**src/rtl/csr_trap_sequencer_if.sv**
```systemverilog
// Shared-port bundle between the trap unit / CSR-instruction path and the
// trap-entry sequencer. The slave modport is the sequencer's view.
interface csr_trap_sequencer_if #(
    parameter int XLEN = 64
);
    logic            TrapValid;
    logic            TrapReady;
    logic            TrapToM;
    logic [5:0]      TrapCause;
    logic [XLEN-1:0] TrapEPC;
    logic [XLEN-1:0] TrapTval;
    logic [1:0]      PrivilegeModeW;
    logic [XLEN-1:0] STATUS_REGW;
    logic [XLEN-1:0] MTVEC_REGW;
    logic [XLEN-1:0] STVEC_REGW;
    logic            CSRReqValid;
    logic            CSRReqReady;
    logic [11:0]     CSRReqAdr;
    logic [XLEN-1:0] CSRReqData;
    logic            CSRWrEn;
    logic [11:0]     CSRWrAdr;
    logic [XLEN-1:0] CSRWrData;
    logic            RedirectValid;
    logic [XLEN-1:0] RedirectPC;
    logic            BusyStall;

    modport master (
        output TrapValid, TrapToM, TrapCause, TrapEPC, TrapTval, PrivilegeModeW,
        output STATUS_REGW, MTVEC_REGW, STVEC_REGW,
        output CSRReqValid, CSRReqAdr, CSRReqData,
        input  TrapReady, CSRReqReady, CSRWrEn, CSRWrAdr, CSRWrData,
        input  RedirectValid, RedirectPC, BusyStall
    );

    modport slave (
        input  TrapValid, TrapToM, TrapCause, TrapEPC, TrapTval, PrivilegeModeW,
        input  STATUS_REGW, MTVEC_REGW, STVEC_REGW,
        input  CSRReqValid, CSRReqAdr, CSRReqData,
        output TrapReady, CSRReqReady, CSRWrEn, CSRWrAdr, CSRWrData,
        output RedirectValid, RedirectPC, BusyStall
    );
endinterface

```
**src/rtl/csr_trap_sequencer.sv**
```systemverilog
// Trap-entry sequencer: arbitrates the single CSR write port between trap
// entry (always wins) and CSR-instruction writes, then issues xEPC, xCAUSE,
// xTVAL, xSTATUS writes followed by a one-cycle fetch redirect.
// Optional build macro CSR_TRAP_VECTORED_EN enables vectored interrupt targets.
module csr_trap_sequencer #(
    parameter int XLEN = 64
) (
    input logic                clk,
    input logic                reset,
    csr_trap_sequencer_if.slave bus
);

    typedef enum logic [2:0] {
        IDLE,
        W_EPC,
        W_CAUSE,
        W_TVAL,
        W_STATUS,
        REDIRECT
    } state_t;

    state_t state;

    // Trap context captured at acceptance
    logic              to_m_q;
    logic [5:0]        cause_q;
    logic [XLEN-1:0]   tval_q;
    logic [1:0]        priv_q;
    logic [XLEN-1:0]   status_q;
    logic [XLEN-1:2]   tvec_base_q;
`ifdef CSR_TRAP_VECTORED_EN
    logic              vectored_q;
`endif

    // Registered sequence outputs
    logic              wr_en_q;
    logic [11:0]       wr_adr_q;
    logic [XLEN-1:0]   wr_data_q;
    logic              redirect_q;
    logic [XLEN-1:0]   redirect_pc_q;

    logic              idle;
    logic              pass;
    logic [XLEN-1:0]   sel_tvec;
    logic [XLEN-1:0]   cause_word;
    logic [XLEN-1:0]   status_word;
    logic [XLEN-1:0]   target_pc;

    // Handshakes and the zero-latency CSR-instruction pass-through
    always_comb begin
        idle = (state == IDLE);
        pass = idle & ~reset & bus.CSRReqValid & ~bus.TrapValid;
        sel_tvec = bus.TrapToM ? bus.MTVEC_REGW : bus.STVEC_REGW;
    end

    assign bus.TrapReady     = idle & ~reset & bus.TrapValid;
    assign bus.CSRReqReady   = pass;
    assign bus.CSRWrEn       = wr_en_q | pass;
    assign bus.CSRWrAdr      = pass ? bus.CSRReqAdr  : wr_adr_q;
    assign bus.CSRWrData     = pass ? bus.CSRReqData : wr_data_q;
    assign bus.RedirectValid = redirect_q;
    assign bus.RedirectPC    = redirect_pc_q;
    assign bus.BusyStall     = ~idle;

    // Write data for xCAUSE / xSTATUS and the redirect target, from latched context
    always_comb begin
        cause_word  = {cause_q[5], {(XLEN-6){1'b0}}, cause_q[4:0]};
        status_word = status_q;
        if (to_m_q) begin
            status_word[7]     = status_q[3];
            status_word[3]     = 1'b0;
            status_word[12:11] = priv_q;
        end else begin
            status_word[5] = status_q[1];
            status_word[1] = 1'b0;
            status_word[8] = priv_q[0];
        end
        target_pc = {tvec_base_q, 2'b00};
`ifdef CSR_TRAP_VECTORED_EN
        if (vectored_q) begin
            target_pc = {tvec_base_q, 2'b00} + {{(XLEN-7){1'b0}}, cause_q[4:0], 2'b00};
        end
`endif
    end

    // Sequencer FSM; each write state presents values loaded on the preceding edge
    always_ff @(posedge clk) begin
        if (reset) begin
            state         <= IDLE;
            to_m_q        <= 1'b0;
            cause_q       <= '0;
            tval_q        <= '0;
            priv_q        <= '0;
            status_q      <= '0;
            tvec_base_q   <= '0;
`ifdef CSR_TRAP_VECTORED_EN
            vectored_q    <= 1'b0;
`endif
            wr_en_q       <= 1'b0;
            wr_adr_q      <= '0;
            wr_data_q     <= '0;
            redirect_q    <= 1'b0;
            redirect_pc_q <= '0;
        end else begin
            case (state)
                IDLE: begin
                    if (bus.TrapValid) begin
                        state       <= W_EPC;
                        to_m_q      <= bus.TrapToM;
                        cause_q     <= bus.TrapCause;
                        tval_q      <= bus.TrapTval;
                        priv_q      <= bus.PrivilegeModeW;
                        status_q    <= bus.STATUS_REGW;
                        tvec_base_q <= sel_tvec[XLEN-1:2];
`ifdef CSR_TRAP_VECTORED_EN
                        vectored_q  <= (sel_tvec[1:0] == 2'b01) & bus.TrapCause[5];
`endif
                        // EPC goes straight from the input into the first write
                        wr_en_q     <= 1'b1;
                        wr_adr_q    <= bus.TrapToM ? 12'h341 : 12'h141;
                        wr_data_q   <= {bus.TrapEPC[XLEN-1:1], 1'b0};
                    end
                end
                W_EPC: begin
                    state     <= W_CAUSE;
                    wr_adr_q  <= to_m_q ? 12'h342 : 12'h142;
                    wr_data_q <= cause_word;
                end
                W_CAUSE: begin
                    state     <= W_TVAL;
                    wr_adr_q  <= to_m_q ? 12'h343 : 12'h143;
                    wr_data_q <= tval_q;
                end
                W_TVAL: begin
                    state     <= W_STATUS;
                    wr_adr_q  <= to_m_q ? 12'h300 : 12'h100;
                    wr_data_q <= status_word;
                end
                W_STATUS: begin
                    state         <= REDIRECT;
                    wr_en_q       <= 1'b0;
                    wr_adr_q      <= '0;
                    wr_data_q     <= '0;
                    redirect_q    <= 1'b1;
                    redirect_pc_q <= target_pc;
                end
                REDIRECT: begin
                    state         <= IDLE;
                    redirect_q    <= 1'b0;
                    redirect_pc_q <= '0;
                end
                default: begin
                    state <= IDLE;
                end
            endcase
        end
    end

endmodule

```
**src/flat_wrapper.sv**
```systemverilog
// flat-port wrapper written by rule: the top's interface ports become plain ports
module csr_trap_sequencer_flat 
#(
    parameter int XLEN = 64
)
  (clk, reset, bus_TrapValid, bus_TrapToM, bus_TrapCause, bus_TrapEPC, bus_TrapTval, bus_PrivilegeModeW, bus_STATUS_REGW, bus_MTVEC_REGW, bus_STVEC_REGW, bus_CSRReqValid, bus_CSRReqAdr, bus_CSRReqData, bus_TrapReady, bus_CSRReqReady, bus_CSRWrEn, bus_CSRWrAdr, bus_CSRWrData, bus_RedirectValid, bus_RedirectPC, bus_BusyStall);
  csr_trap_sequencer_if #(.XLEN(XLEN)) bus_i ();
  input logic clk;
  input logic reset;
  input wire logic [$bits(bus_i.TrapValid)-1:0] bus_TrapValid;
  input wire logic [$bits(bus_i.TrapToM)-1:0] bus_TrapToM;
  input wire logic [$bits(bus_i.TrapCause)-1:0] bus_TrapCause;
  input wire logic [$bits(bus_i.TrapEPC)-1:0] bus_TrapEPC;
  input wire logic [$bits(bus_i.TrapTval)-1:0] bus_TrapTval;
  input wire logic [$bits(bus_i.PrivilegeModeW)-1:0] bus_PrivilegeModeW;
  input wire logic [$bits(bus_i.STATUS_REGW)-1:0] bus_STATUS_REGW;
  input wire logic [$bits(bus_i.MTVEC_REGW)-1:0] bus_MTVEC_REGW;
  input wire logic [$bits(bus_i.STVEC_REGW)-1:0] bus_STVEC_REGW;
  input wire logic [$bits(bus_i.CSRReqValid)-1:0] bus_CSRReqValid;
  input wire logic [$bits(bus_i.CSRReqAdr)-1:0] bus_CSRReqAdr;
  input wire logic [$bits(bus_i.CSRReqData)-1:0] bus_CSRReqData;
  output wire logic [$bits(bus_i.TrapReady)-1:0] bus_TrapReady;
  output wire logic [$bits(bus_i.CSRReqReady)-1:0] bus_CSRReqReady;
  output wire logic [$bits(bus_i.CSRWrEn)-1:0] bus_CSRWrEn;
  output wire logic [$bits(bus_i.CSRWrAdr)-1:0] bus_CSRWrAdr;
  output wire logic [$bits(bus_i.CSRWrData)-1:0] bus_CSRWrData;
  output wire logic [$bits(bus_i.RedirectValid)-1:0] bus_RedirectValid;
  output wire logic [$bits(bus_i.RedirectPC)-1:0] bus_RedirectPC;
  output wire logic [$bits(bus_i.BusyStall)-1:0] bus_BusyStall;
  assign bus_i.TrapValid = bus_TrapValid;
  assign bus_i.TrapToM = bus_TrapToM;
  assign bus_i.TrapCause = bus_TrapCause;
  assign bus_i.TrapEPC = bus_TrapEPC;
  assign bus_i.TrapTval = bus_TrapTval;
  assign bus_i.PrivilegeModeW = bus_PrivilegeModeW;
  assign bus_i.STATUS_REGW = bus_STATUS_REGW;
  assign bus_i.MTVEC_REGW = bus_MTVEC_REGW;
  assign bus_i.STVEC_REGW = bus_STVEC_REGW;
  assign bus_i.CSRReqValid = bus_CSRReqValid;
  assign bus_i.CSRReqAdr = bus_CSRReqAdr;
  assign bus_i.CSRReqData = bus_CSRReqData;
  assign bus_TrapReady = bus_i.TrapReady;
  assign bus_CSRReqReady = bus_i.CSRReqReady;
  assign bus_CSRWrEn = bus_i.CSRWrEn;
  assign bus_CSRWrAdr = bus_i.CSRWrAdr;
  assign bus_CSRWrData = bus_i.CSRWrData;
  assign bus_RedirectValid = bus_i.RedirectValid;
  assign bus_RedirectPC = bus_i.RedirectPC;
  assign bus_BusyStall = bus_i.BusyStall;
  csr_trap_sequencer #(.XLEN(XLEN)) u_core (.clk(clk), .reset(reset), .bus(bus_i));
endmodule
```
**config.mk**
```make
export PLATFORM = sky130hd
export DESIGN_NAME = csr_trap_sequencer_flat
export DESIGN_NICKNAME = d
export VERILOG_FILES = /design/src/rtl/csr_trap_sequencer_if.sv /design/src/rtl/csr_trap_sequencer.sv /design/src/flat_wrapper.sv
export SDC_FILE = /design/constraint.sdc
export NUM_CORES = 1
export LEC_CHECK = 0
export CAP_MARGIN = 10
export CELL_PAD_IN_SITES_DETAIL_PLACEMENT = 0
export CELL_PAD_IN_SITES_GLOBAL_PLACEMENT = 1
export CORE_MARGIN = 2
export CORE_UTILIZATION = 28
export DETAILED_ROUTE_END_ITERATION = 6
export PLACE_DENSITY = 0.79
export SYNTH_ARGS = -nofsm -noshare
export SYNTH_HDL_FRONTEND = slang
export SYNTH_SLANG_ARGS = --single-unit
```
**constraint.sdc**
```tcl
create_clock -name clk -period 2.3 [get_ports clk]
set_input_delay 0.69 -clock clk [delete_from_list [all_inputs] [get_ports clk]]
set_output_delay 0.69 -clock clk [all_outputs]
set_load 0.02 [all_outputs]
```
* After elaboration in Yosys (flattened, before gate mapping) *
Cells that the tools add are included.
W data, S select, Z words.

word-level totals
  flip-flop bits (word level) = 344
  bits in latches = 0
  memory bits (writable) = 0
  bits in read-only memories = 0
  input port bits = 409
  output and inout port bits = 145
  logic and storage cells = 56
  memories kept = 0

cells by class
  $add $sub $neg = 0
  $mul = 0
  divide/modulo/power cells = 0
  order comparisons = 0
  equal/unequal tests = 6
  shift operators = 0
  mux-type cells = 23
  bitwise gates (word level) = 8
  reductions and logical operators = 7

operator list
  operator              number
  $pmux W64 S5          1
  $mux W64              3
  $pmux W64 S2          1
  $pmux W12 S5          1
  $mux W10              4
  $mux W12              2
  $pmux W3 S5           1
  $eq A3 B2 Y1 const B  2
  $eq A3 B3 Y1 const B  2
  $mux W1               6
  $reduce_and A2 Y1     3
  $reduce_bool A5 Y1    1
  $and A1 B1 Y1         4
  $pmux W1 S2           2
  $reduce_bool A2 Y1    2
  $eq A3 B1 Y1 const B  1
  $logic_not A3 Y1      1
  $mux W3               1
  $not A1 Y1            3
  $mux W2               1
  $ne A2 B2 Y1 const B  1
  $or A1 B1 Y1          1

* Depth between registers and ports, before layout *
Gate-level depths: netlist of the first run.

  depth after elaboration = 5
  depth in mapped cells = 8
  depth with buffers taken out = 5

* Least setup slack after synthesis of the first run *
OpenSTA, ideal clock, no wires.

  path type = input -> output
  from = input port reset
  to = output port bus_CSRWrData[0]
  arrival = 1.747 ns
  data required time = 1.610 ns
  slack = -0.137 ns
  stages on the path = 5
  path buffers = 1
  cells stage by stage = nor2_1 > nand3_1 > clkinv_1 > clkbuf_1 > o21ai_0

between the ends
  longest elaborated chain between the ends = 5

ends and longest elaborated chain
  item                         RTL line                  text
  start: declaration           flat_wrapper.sv:9         input logic reset;
  $not A1 Y1                   csr_trap_sequencer.sv:52  pass = idle & ~reset & bus.CSRReqValid & ~bus.TrapValid;
  $and A1 B1 Y1 (3 in series)  csr_trap_sequencer.sv:52
  $mux W64                     csr_trap_sequencer.sv:60  assign bus.CSRWrData = pass ? bus.CSRReqData : wr_data_q;
  end: declaration             flat_wrapper.sv:26        output wire logic [$bits(bus_i.CSRWrData)-1:0] bus_CSRWrData;

Every way passes these cells.

* Worst setup path in the final report of the first run *
  from = register u_core.state[1]
  to = output port bus_CSRWrData[19]

between the ends
  longest elaborated chain between the ends = 5

ends and longest elaborated chain
  item                         RTL line                   text
  start: declaration           csr_trap_sequencer.sv:22   state_t state;
  start signal: assignment     csr_trap_sequencer.sv:89   state <= IDLE;
  start signal: assignment     csr_trap_sequencer.sv:108  state <= W_EPC;
  start signal: assignment     csr_trap_sequencer.sv:125  state <= W_CAUSE;
  $logic_not A3 Y1             csr_trap_sequencer.sv:51   idle = (state == IDLE);
  $and A1 B1 Y1 (3 in series)  csr_trap_sequencer.sv:52
  $mux W64                     csr_trap_sequencer.sv:60

Every way passes these cells.

==> reports/qor.txt, run 1 <==
Cell at the root of the clock tree: sky130_fd_sc_hd__clkbuf_16
Number of placed I/O pins: 554
Minimum clock period: 2790 ps
Syn_area_per_cell: 7.85 µm²
FILL cells: 5025
Clock insertion delay at the later pin of the skew report: 550 ps
Most common cell after layout, fill and taps aside: sky130_fd_sc_hd__clkdlybuf4s50_1
Design area: 23600 µm²
Max Clk Rate: 0.358 GHz
Worst Clk Skew: 15.9 ps
RSZ-0062 raised after global routing: yes
Height of the die: 233 µm
Hpwl dp: 39700 µm
CTS Hold Buffers Added: 0
Share of final-layout standard cells stronger than drive strength 1: 15.9%
Post-DR wirelength/cell: 19.3 µm
Number of antenna violations at the first check in global routing: 12
Synth Area in XOR/XNOR: 0%
TritonCTS clock tree: built
Critical path launch point type: flop
Initial detailed-routing violation count: 810
Global router's overall resource usage: 20.6%
Arrival time worst endpoint: 2100 ps
Synth Area in Adders: 0%
Count of vias placed by the detailed router: 15000
Cell row count: 83
Starting density of the core: 28.5%
First-pass GRT wire length: 85900 µm
Combined area of all synthesized cells: 14700 µm²
Post-synth top area cell: sky130_fd_sc_hd__dfxtp_1
Share of the synthesized area in the top cell type: 45.6%
Seq cells post-synth: 335
Violated checks: negative setup slack
Combinational family with the most area after synthesis: simple AND/OR/NAND/NOR gates
Simple-gate area share of the yosys netlist: 23.5%
Netlist cell types: 43
Max-slew headroom at the worst pin: 30.6%
Setup Viol. Count Final: 79
Max-capacitance violation count: 0
Number of buffers created by CTS: 39
Yosys warning count: 0
Total clock sinks: 335
Std-Cell Core Area: 51600 µm²
GRT Residual Overflow: 0
Worst Setup End Kind: primary output
Number of remaining DRC errors: 0
Actual transition at the worst max-transition pin: 1040 ps
Largest vdd supply drop: 479 µV
Buffer depth of the longest clock path: 3
Kind of critical path: flop to primary output
Data required time at the worst endpoint: 1610 ps
Die X: 233 µm
CTS H-tree lvls: 2
Total Wirelength: 59800 µm
Layout area overhead: 60.2%
Total number of nets in the final design: 2795
Status: finished with violations
Hold violation count in the final report: 0
Type of the tightest min-delay check: flop to flop
Leakage dissipation: 9.26 nW
Share of the core filled with cells: 45.7%
Buffers on Ports: 546
Via count of the first global-routing pass: 14200
Worst-path clk slew: 70 ps
Pre-antenna DRT Iters: 5
Slew Limit Fails: 0
Final worst-path setup slack: -492 ps
Top cells by area, synth: sky130_fd_sc_hd__dfxtp_1 46%, sky130_fd_sc_hd__nand2_1 13%, sky130_fd_sc_hd__a21oi_1 8.7%
Overall die area: 54400 µm²
Commonest cells after routing, fill and taps aside: 461 x sky130_fd_sc_hd__clkdlybuf4s50_1, 384 x sky130_fd_sc_hd__nand2_1, 333 x sky130_fd_sc_hd__dfxtp_1, 257 x sky130_fd_sc_hd__a21oi_1, 248 x sky130_fd_sc_hd__nor2_1
ANT nets after route: 0
Post-detailed-placement cell area: 21100 µm²
Critical-path maximum fanout: 5
Pin count of the biggest net entering global routing: 168
Global placement routability congestion: 0.842
Routed vias/inst: 4.82
Share of synthesized area spent on multiplexers: 8.54%
Pwr per Cell Area: 715 nW/µm²
Cell count after synthesis: 1874
Synth Area in Compound Gates: 16.9%
Share of the yosys chip area belonging to registers: 45.6%
Final cycle utilization of the critical path: 121%
## state kept, by name, indices dropped and copies added (netlist names)
register	cells
u_core.priv_q	2
u_core.tval_q	64
u_core.tvec_base_q	62
u_core.to_m_q	1
u_core.wr_data_q	64
u_core.bus.RedirectValid	1
u_core.bus.RedirectPC	62
u_core.cause_q	6
u_core.wr_en_q	1
u_core.state	3
u_core.status_q	64
u_core.wr_adr_q	5
## cell families (layout without fill, tap and decap cells)
logic type,after synthesis,in the layout
AO/OA/AOI/OAI,407,407
buffers and inverters,170,710
flip-flops,335,335
multiplexers,125,125
other,1,8
AND/OR/NAND/NOR,836,836
## cell type report
| class | count | area (µm²) | share of cell area (%) |
|---|---|---|---|
| Multi-Input combinational cell | 1370 | 7740 | 32.8 |
| Timing Repair Buffer | 636 | 6850 | 29.1 |
| Sequential cell | 335 | 6710 | 28.5 |
| Clock buffer | 57 | 1180 | 5.03 |
| Tap cell | 680 | 851 | 3.61 |
| Clock inverter | 13 | 163 | 0.690 |
| Inverter | 3 | 40.0 | 0.170 |
| Timing Repair inverter | 1 | 16.3 | 0.0690 |
| Antenna cell | 6 | 15.0 | 0.0637 |
## what timing repair did
action,4_1_cts,5_1_grt
gates resized for setup,517,92
buffers inserted,13,5
pin swaps,30,38
gates cloned,13,4
endpoints found under the setup margin,81,82
## critical path: stages, from the launching register on
cell and delay [ps]:
sky130_fd_sc_hd__dfxtp_2 340, sky130_fd_sc_hd__nor3_4 260, sky130_fd_sc_hd__nand3_4 140, sky130_fd_sc_hd__buf_12 180
sky130_fd_sc_hd__clkinv_16 70, sky130_fd_sc_hd__buf_12 140, sky130_fd_sc_hd__clkbuf_16 190, sky130_fd_sc_hd__nand2_2 60
sky130_fd_sc_hd__nand2_2 50, sky130_fd_sc_hd__buf_6 110
## cells in the mapped netlist, drive strengths merged
cell and instances:
conb 1, o21a 1, nor3b 62, o41ai 1
dfxtp 335, o21ai 2, a2111oi 1, o22ai 1
clkinv 1, a22oi 5, nand4b 1, buf 74
nor2 250, mux2 4, and2 10, or2 3
nor2b 3, nand3b 2, a31oi 1, nand2 493
a221oi 5, inv 2, a21oi 257, a32o 2
clkbuf 93, nand3 2, a311oi 3, nor3 6
o211ai 2, a211oi 123, mux2i 121, a21o 2
a211o 1, nand2b 3, nand4 1
## final timing paths
kind | slack, ps | cells after the start | endpoint | start
min reg2reg | 450 | 2 | u_core.cause_q[4] | u_core.cause_q[4]
max reg2reg | 170 | 6 | u_core.wr_data_q[8] | u_core.state[1]
max | -490 | 9 | bus_CSRWrData[19] | u_core.state[1]
min | 450 | 2 | u_core.cause_q[4] | u_core.cause_q[4]
## metal layers
metal | share of wire (%) | GRT usage, % | vias up | wire, µm
li1 | - | - | 7364 | -
met1 | 43 | 26.5 | 7063 | 25400
met2 | 50 | 35.2 | 440 | 29700
met3 | 6.0 | 3.94 | 75 | 3600
met4 | 1.6 | 5.49 | 14 | 978
met5 | 0.16 | 0 | - | 94
## report_power, final
group | internal [mW] | total [mW] | switching [mW]
registers | 6.28 | 6.55 | 0.275
clock network | 3.92 | 6.48 | 2.56
logic | 1.89 | 3.83 | 1.93
## through the flow
stage | cells | power, mW | setup TNS, ps | hold slack, ps | setup slack (ps)
after floorplan | 1875 | 8.46 | 0 | 426 | 15.4
final | 3101 | 16.9 | -32200 | 454 | -492
after CTS | 3088 | 16.9 | -35600 | 454 | -537
after detailed placement | 2993 | 10.2 | -78680 | 444 | -971
after global routing | 3099 | 17.6 | -40030 | 466 | -586
after global placement | 2993 | 10.1 | -76640 | 442 | -951
Note: power is estimated with default switching activity, not from simulation.
==> run 2: changes to the inputs <==
--- a/config.mk
+++ b/config.mk
@@ -5,6 +5,7 @@
 export SDC_FILE = /design/constraint.sdc
 export NUM_CORES = 1
 export LEC_CHECK = 0
+export ABC_CLOCK_PERIOD_IN_PS = 2300
 export CAP_MARGIN = 10
 export CELL_PAD_IN_SITES_DETAIL_PLACEMENT = 0
 export CELL_PAD_IN_SITES_GLOBAL_PLACEMENT = 1
==> results of run 2 <==
The final DEF is identical to that of run 1; final timing and power are the same.
